## src/rtl/fetch_unit.sv

```systemverilog
// Instruction-fetch stage: drives the PC, issues one outstanding request to
// instruction memory and hands a single buffered instruction to the decoder.
module fetch_unit #(
    parameter logic [15:0] RESET_PC = 16'h0000,
    parameter logic [15:0] PC_INC   = 16'd2
) (
    input  logic        clk,
    input  logic        rst,
    output logic        imem_req,
    output logic [15:0] imem_addr,
    input  logic        imem_valid,
    input  logic [15:0] imem_data,
    output logic [15:0] instr,
    output logic        instr_valid,
    input  logic        instr_ready,
    output logic [15:0] pc_out,
    output logic [15:0] pc_plus2,
    input  logic        redirect,
    input  logic [15:0] redirect_pc,
    output logic        halted
);

    localparam logic [2:0] ISSUE  = 3'd0;
    localparam logic [2:0] WAIT   = 3'd1;
    localparam logic [2:0] HOLD   = 3'd2;
    localparam logic [2:0] DRAIN  = 3'd3;
    localparam logic [2:0] HALTED = 3'd4;

    logic [2:0]  state, state_nxt;
    logic [15:0] fetch_pc, fetch_pc_nxt;
    logic        halt_pend, halt_pend_nxt;
    logic        capture, drop;

    // fetch_pc is itself a flop, so the address output stays registered
    assign imem_addr = fetch_pc;
    assign pc_plus2  = pc_out + 16'd2;

    // ISSUE with imem_req still low only occurs right after reset; the
    // request goes out on the following cycle before moving to WAIT.
    always_comb begin
        state_nxt     = state;
        fetch_pc_nxt  = fetch_pc;
        halt_pend_nxt = halt_pend;
        capture       = 1'b0;
        drop          = 1'b0;

        if (redirect && state != HALTED) begin
            fetch_pc_nxt  = {redirect_pc[15:1], 1'b0};
            halt_pend_nxt = 1'b0;
        end

        case (state)
            ISSUE: begin
                if (imem_req) begin
                    state_nxt = redirect ? DRAIN : WAIT;
                end
            end
            WAIT: begin
                if (redirect) begin
                    state_nxt = imem_valid ? ISSUE : DRAIN;
                end else if (imem_valid) begin
                    capture       = 1'b1;
                    fetch_pc_nxt  = fetch_pc + PC_INC;
                    halt_pend_nxt = (imem_data[15:12] == 4'hF);
                    state_nxt     = HOLD;
                end
            end
            HOLD: begin
                if (redirect) begin
                    drop      = 1'b1;
                    state_nxt = ISSUE;
                end else if (instr_ready) begin
                    drop      = 1'b1;
                    state_nxt = halt_pend ? HALTED : ISSUE;
                end
            end
            DRAIN: begin
                if (imem_valid) begin
                    state_nxt = ISSUE;
                end
            end
            HALTED: begin
                state_nxt = HALTED;
            end
            default: begin
                state_nxt = ISSUE;
            end
        endcase
    end

    always_ff @(posedge clk) begin
        if (rst) begin
            state       <= ISSUE;
            fetch_pc    <= RESET_PC;
            halt_pend   <= 1'b0;
            imem_req    <= 1'b0;
            instr       <= 16'h0000;
            pc_out      <= 16'h0000;
            instr_valid <= 1'b0;
            halted      <= 1'b0;
        end else begin
            state     <= state_nxt;
            fetch_pc  <= fetch_pc_nxt;
            halt_pend <= halt_pend_nxt;
            imem_req  <= (state_nxt == ISSUE);
            halted    <= (state_nxt == HALTED);
            if (capture) begin
                instr       <= imem_data;
                pc_out      <= fetch_pc;
                instr_valid <= 1'b1;
            end else if (drop) begin
                instr_valid <= 1'b0;
            end
        end
    end

endmodule

```

## config.mk

```make
export PLATFORM = sky130hd
export DESIGN_NAME = fetch_unit
export DESIGN_NICKNAME = d
export VERILOG_FILES = /design/src/rtl/fetch_unit.sv
export SDC_FILE = /design/constraint.sdc
export NUM_CORES = 1
export LEC_CHECK = 0
export CAP_MARGIN = 20
export CORE_MARGIN = 3
export CORE_UTILIZATION = 39
export DETAILED_ROUTE_END_ITERATION = 8
export GPL_TIMING_DRIVEN = 0
export PLACE_DENSITY = 0.84
export REMOVE_ABC_BUFFERS = 1
export SYNTH_ARGS = -nofsm -noshare
export SYNTH_HDL_FRONTEND = slang
export SYNTH_SLANG_ARGS = --single-unit
```

## constraint.sdc

```tcl
create_clock -name clk -period 1.7 [get_ports clk]
set_input_delay 0.34 -clock clk [delete_from_list [all_inputs] [get_ports clk]]
set_output_delay 0.34 -clock clk [all_outputs]
set_load 0.005 [all_outputs]
```

# Yosys cells after proc, flatten, opt, wreduce, memory -nomap -nowiden

Cells that the tools add are included.
W data, S select, Z words.

Reductions and logical operators: 4
$add $sub $neg: 2
Mux-type cells: 26
Equal/unequal tests: 7

Operators with widths:

| kind                    | count |
|---|---|
| $mux W16                | 4 |
| $add A16 B2 Y16 const B | 2 |
| $mux W3                 | 7 |
| $pmux W3 S5             | 1 |
| $mux W1                 | 12 |
| $eq A3 B2 Y1 const B    | 2 |
| $eq A3 B3 Y1 const B    | 2 |
| $logic_not A3 Y1        | 2 |
| $eq A4 B4 Y1 const B    | 1 |
| $mux W2                 | 2 |
| $eq A3 B1 Y1 const B    | 1 |
| $ne A3 B3 Y1 const B    | 1 |
| $reduce_bool A2 Y1      | 1 |
| $logic_and A1 B1 Y1     | 1 |

Bits in registers: 55
Input port bits: 37
Output and inout bits: 67
Logic and storage cells: 47

# Depth between registers and ports, before layout

Gate-level depths: netlist (run 1).

Word-level depth: 6
Mapped depth: 8

# Least setup slack after synthesis (run 1)

No wires, ideal clock.

Path type: flip-flop to flip-flop
From: register state[0]
To: register fetch_pc[11], in the netlist imem_addr[11]
Stages on the path, launching flop included: 7
Setup time: 0.133 ns
Period minus slack after synthesis: 1.703 ns
Required time: 1.567 ns
Path buffers: 2
Arrival: 1.570 ns
Setup slack: -0.003 ns
Cells stage by stage: dfxtp_1 or3b_2 and2_1 clkbuf_1 clkbuf_1 a32oi_1 a31oi_1

Word-level cells in the longest chain between the ends: 6
Elaborated cells on any way between the ends: 7
Those cells by class: 2 x eq/ne; 4 x mux; 1 x reduce/logical

Ends and longest elaborated chain:

| item                   | line | source |
|---|---|---|
| from (decl)            | 29   | `logic [2:0] state, state_nxt;` |
| from (signal assigned) | 102  | `state <= state_nxt;` |
| $ne A3 B3 Y1           | 47   | `if (redirect && state != HALTED) begin` |
| $logic_and A1 B1 Y1    | 47   |  |
| $mux W16               | 47   |  |
| $mux W16               | 61   | `end else if (imem_valid) begin` |
| $mux W16               | 59   | `if (redirect) begin` |
| $mux W16 (*)           | 52   | `case (state)` |
| to (signal assigned)   | 103  | `fetch_pc <= fetch_pc_nxt;` |
| to (decl)              | 30   | `logic [15:0] fetch_pc, fetch_pc_nxt;` |

Mark *: on every way between the ends. The rest lies on a longest branch, timed or not.
A chain may end at the register's enable or synchronous reset.

# Worst setup path after layout (run 1)

From: register pc_out[6]
To: output pc_plus2[14]

Word-level cells in the longest chain between the ends: 1

Ends and longest elaborated chain:

| item                   | line | source |
|---|---|---|
| from (decl)            | 16   | `output logic [15:0] pc_out,` |
| from (signal assigned) | 109  | `pc_out <= fetch_pc;` |
| $add A16 B2 Y16        | 36   | `assign pc_plus2 = pc_out + 16'd2;` |
| to (decl)              | 17   | `output logic [15:0] pc_plus2,` |

No other way between the ends.

==> impl_table.tex, run 1 <==
\begin{tabular}{lr}
\hline
Metric & Value \\
\hline
\multicolumn{2}{l}{\textbf{Global route}} \\
\quad Number of antenna violations at the first check in global routing & 0 \\
\quad Tot GR Track Use & 0.206 \\
\quad Largest net degree at the start of global routing & 38 \\
\quad Wire length of the first global-routing pass & about 13 mm \\
\quad Via count of the first global-routing pass & between 2000 and 3000 \\
\quad Leftover overflow at the end of global routing & 0 \\
\multicolumn{2}{l}{\textbf{Timing}} \\
\quad Worst Clk Skew & 0.0139 ns \\
\quad Slew Limit Fails & 0 \\
\quad Unrepaired setup endpoints after global routing & yes \\
\quad Actual transition at the worst max-transition pin & between 0.3 and 0.4 ns \\
\quad Worst slew slack as a fraction of its limit & 0.742 \\
\quad Setup-failing EPs final & 11 \\
\quad Minimum clock period & between 1.5 and 2 ns \\
\quad Fmax & about 540 MHz \\
\quad Count of final hold-check violations & 0 \\
\quad Final-layout setup total negative slack & -0.786 ns \\
\quad Fin crit share & 1.10 \\
\quad Smallest setup slack after layout & -0.162 ns \\
\multicolumn{2}{l}{\textbf{Routing}} \\
\quad Total wire length & just under 9 mm \\
\quad Via density per instance & $\sim$5.5 \\
\quad Number of vias in the routed layout & 2918 \\
\quad Antenna-violating nets left & 0 \\
\quad Number of violations reported at the end of detailed-routing iteration 0 & a little under 300 \\
\quad Number of search-and-repair iterations in the first detailed-routing pass & 4 \\
\quad Detailed-route DRC error count & 0 \\
\quad Final routed wire length divided by cell count & roughly 17 um \\
\multicolumn{2}{l}{\textbf{Synth}} \\
\quad Predominant post-synthesis flop cell & sky130\_fd\_sc\_hd\_\_dfxtp\_1 \\
\quad Flop and latch count out of synthesis & 55 \\
\quad Synth Area in XOR/XNOR & 0.0440 \\
\quad Post-Synthesis Cells & 328 \\
\quad Number of distinct standard cells referenced by the synthesized netlist & 42 \\
\quad Post-Synthesis Mean Instance Area & just under 8 um\^{}2 \\
\quad Simple-gate share of the synthesized area & 0.267 \\
\quad Dominant combinational cell family by area after synthesis & simple AND/OR/NAND/NOR gates \\
\quad Count of flip-flops with a built-in enable after synthesis & 0 \\
\quad Synthesis warning total & 0 \\
\quad Complex-gate fraction of the synthesized area & 0.203 \\
\quad Fraction of the mapped netlist area in adder cells & 0.00968 \\
\quad Proportion of register bits with asynchronous set or reset after synthesis & 0 \\
\quad Sequential share of the synthesized area & 0.426 \\
\quad Cell area after synthesis & around 2600 um\^{}2 \\
\quad Share of cell area taken by muxes after synthesis & 0 \\
\multicolumn{2}{l}{\textbf{Placement}} \\
\quad Post-DP HPWL & roughly 5 mm \\
\quad Count of input and output buffers & between 100 and 150 \\
\quad Number of cells in the design after placement & around 480 \\
\quad Final Wtd Congestion & 0.881 \\
\multicolumn{2}{l}{\textbf{Clock tree}} \\
\quad CTS tree & built \\
\quad Source-to-sink clock delay at the later pin of the worst-skew pair & approximately 0.31 ns \\
\quad Clock root buffer & sky130\_fd\_sc\_hd\_\_clkbuf\_8 \\
\quad Number of levels in the clock H-tree & 2 \\
\quad Number of clock sinks & 55 \\
\quad Hold buffer count at cts & 0 \\
\quad Max Buffers Root-to-Sink & 2 \\
\quad Number of clock buffers inserted by TritonCTS & 5 \\
\quad Clock slew at reported path FFs & 0.11 ns \\
\multicolumn{2}{l}{\textbf{Layout}} \\
\quad Final Net Count & roughly 490 \\
\quad Fraction of final layout cells with drive strength greater than 1 & 0.240 \\
\quad Syn-to-layout area delta & 60.7\% \\
\quad Layout Cells excl Fill & between 500 and 600 \\
\quad Diode insertion count for antenna repair & 0 \\
\quad Commonest non-fill, non-tap cells in the layout & sky130\_fd\_sc\_hd\_\_clkdlybuf4s50\_1 (82), sky130\_fd\_sc\_hd\_\_nand2\_1 (81), sky130\_fd\_sc\_hd\_\_a21oi\_1 (42) \\
\quad Most common cell after layout, fill and taps aside & sky130\_fd\_sc\_hd\_\_clkdlybuf4s50\_1 \\
\multicolumn{2}{l}{\textbf{Setup path}} \\
\quad Worst reg2reg setup slack & -0.02 ns \\
\quad WP data required & 1.36 ns \\
\quad Critical path capture point & pc\_plus2[14] \\
\quad Endpoint kind of the worst setup timing path & primary output \\
\quad Kind of launch point of the worst setup path & register \\
\quad Setup CP Type & reg2out \\
\quad FF-to-FF End & imem\_addr[12] \\
\quad Worst Path Arrival & roughly 1.5 ns \\
\quad Launch point of the critical path & pc\_out[6] \\
\quad Max Fanout on Critical Path & 4 \\
\quad Worst reg2reg path depth & 4 \\
\quad R2r startpoint & state[1] \\
\multicolumn{2}{l}{\textbf{Floorplan}} \\
\quad Die Outline Area & $\sim$7600 um\^{}2 \\
\quad Chip width & 87.4 um \\
\quad FP Rows & 29 \\
\quad Area inside the core boundary & 6390 um\^{}2 \\
\quad Io pins & $\sim$100 \\
\quad Floorplan die height & 87.4 um \\
\quad Effective utilization at floorplan & 0.405 \\
\multicolumn{2}{l}{\textbf{Power}} \\
\quad Switching portion of total power & 0.253 \\
\quad Power share of the sequential group & 0.518 \\
\quad Largest vdd supply drop & 386 uV \\
\quad Psw & between 0.6 and 0.7 mW \\
\quad Cell internal power dissipation & slightly below 2 mW \\
\quad Power per cell area & approximately 640 nW/um\^{}2 \\
\quad Total leakage power & about 1.5 nW \\
\quad Gate power share & 0.147 \\
\quad Part of the total power dissipated in the clock network & 0.336 \\
\multicolumn{2}{l}{\textbf{Flow run}} \\
\quad Number of max-cap violations & 0 \\
\multicolumn{2}{l}{\textbf{Status}} \\
\quad Violations in the final reports & setup timing \\
\quad Status & complete, but fails checks \\
\multicolumn{2}{l}{\textbf{Hold path}} \\
\quad Type of the tightest min-delay check & in2reg \\
\hline
\end{tabular}
==> cells by family after synthesis <==
logic type / count (synthesis)
buffers and inverters: 31
adders and majority gates: 2
and+or+nand+nor: 142
AOI/OAI and AO/OA: 85
xor gates and xnor gates: 13
DFF: 55
==> power by group through the flow <==
stage	clock network [mW]	registers (mW)	logic [mW]
after floorplan	0	1.41	0.110
after global placement	0	1.41	0.318
after detailed placement	0	1.42	0.327
after CTS	0.908	1.38	0.347
after global routing	0.952	1.39	0.420
final	0.893	1.38	0.390
==> worst max-delay path, cell delays in order, from the launching register on <==
cell and delay, ns:
sky130_fd_sc_hd__dfxtp_2 0.36, sky130_fd_sc_hd__and4_4 0.25, sky130_fd_sc_hd__and3_4 0.21, sky130_fd_sc_hd__nand4_1 0.12
sky130_fd_sc_hd__xnor2_1 0.14, sky130_fd_sc_hd__buf_2 0.12
==> state kept, by name, summed over array words and instances, names as in the netlist <==
signal,count
state,3
instr,16
imem_addr,16
halt_pend,1
pc_out,16
imem_req,1
halted,1
instr_valid,1
==> synthesized netlist by cell type (2+ instances only) <==
cell type,instances,area [um^2]
sky130_fd_sc_hd__and3_1,6,37.5
sky130_fd_sc_hd__xnor2_1,12,105
sky130_fd_sc_hd__nand3_1,10,50.1
sky130_fd_sc_hd__o21ai_0,7,35.0
sky130_fd_sc_hd__buf_2,8,40.0
sky130_fd_sc_hd__o311ai_0,2,17.5
sky130_fd_sc_hd__o211ai_1,4,30.0
sky130_fd_sc_hd__ha_1,2,25.0
sky130_fd_sc_hd__or3_1,2,12.5
sky130_fd_sc_hd__a211oi_1,3,22.5
sky130_fd_sc_hd__nor2b_1,5,31.3
sky130_fd_sc_hd__or3b_2,2,17.5
sky130_fd_sc_hd__nor2_1,4,15.0
sky130_fd_sc_hd__a2bb2oi_1,2,17.5
sky130_fd_sc_hd__a22oi_1,3,22.5
sky130_fd_sc_hd__nor3_1,6,30.0
sky130_fd_sc_hd__and4_1,6,52.6
sky130_fd_sc_hd__clkbuf_1,16,60.1
sky130_fd_sc_hd__a32oi_1,5,43.8
sky130_fd_sc_hd__or4_1,4,30.0
sky130_fd_sc_hd__a21oi_1,42,210
sky130_fd_sc_hd__a311oi_1,3,26.3
sky130_fd_sc_hd__a31oi_1,9,56.3
sky130_fd_sc_hd__and2_1,2,12.5
sky130_fd_sc_hd__nand4_1,4,25.0
sky130_fd_sc_hd__dfxtp_1,55,1100
sky130_fd_sc_hd__nand2_1,83,312
sky130_fd_sc_hd__inv_1,6,22.5
sky130_fd_sc_hd__nor3b_1,2,15.0
==> worst min path at each step <==
stage,start,slack [ns],endpoint,cells past startpoint
floorplan,rst,0.41,halt_pend,1
global placement,instr[14],0.44,instr[14],2
detailed placement,instr[14],0.45,instr[14],2
CTS,rst,0.43,instr[9],2
global route,rst,0.46,instr[9],2
finish,rst,0.44,instr[9],2
==> repair_timing <==
item / CTS / global route
endpoints found under the hold margin: 0 / 0
gates resized for setup: 98 / 35
endpoints found under the setup margin: 66 / 56
buffers inserted: 13 / 17
gates cloned: 3 / 3
pin swaps: 11 / 22
==> per-stage QoR <==
step / power (mW) / setup WS (ns) / util / cell area, um^2 / hold WS, ns
after floorplan: 1.52 / -1.02 / - / 2480 / 0.409
after detailed placement: 1.74 / -1.26 / 0.567 / 3620 / 0.448
after global placement: 1.73 / -2.67 / 0.563 / 3600 / 0.441
after CTS: 2.63 / -0.179 / 0.618 / 3940 / 0.427
final: 2.66 / -0.162 / 0.651 / 4160 / 0.435
after global routing: 2.76 / -0.263 / 0.651 / 4160 / 0.455
==> final cells by class <==
| class | instances | area [um^2] |
|---|---|---|
| tap | 77 | 96.3 |
| timing repair buffer | 133 | 1210 |
| clock inverter | 3 | 46.3 |
| multi-input combinational | 248 | 1550 |
| clock buffer | 5 | 68.8 |
| sequential | 55 | 1170 |
| inverter | 6 | 22.5 |
| fill | 532 | 2230 |
==> layer usage <==
metal	GRT usage	part of all wire
met1	0.257	0.40
met2	0.345	0.49
met3	0.0568	0.089
met4	0.0656	0.019
met5	0	0
Power figures use the tool's default switching activity.
==> run 2: changes to the inputs <==
CAP_MARGIN = unset   (was 20)
==> results of run 2 <==
Final layout, timing and power as in run 1 (identical DEF).
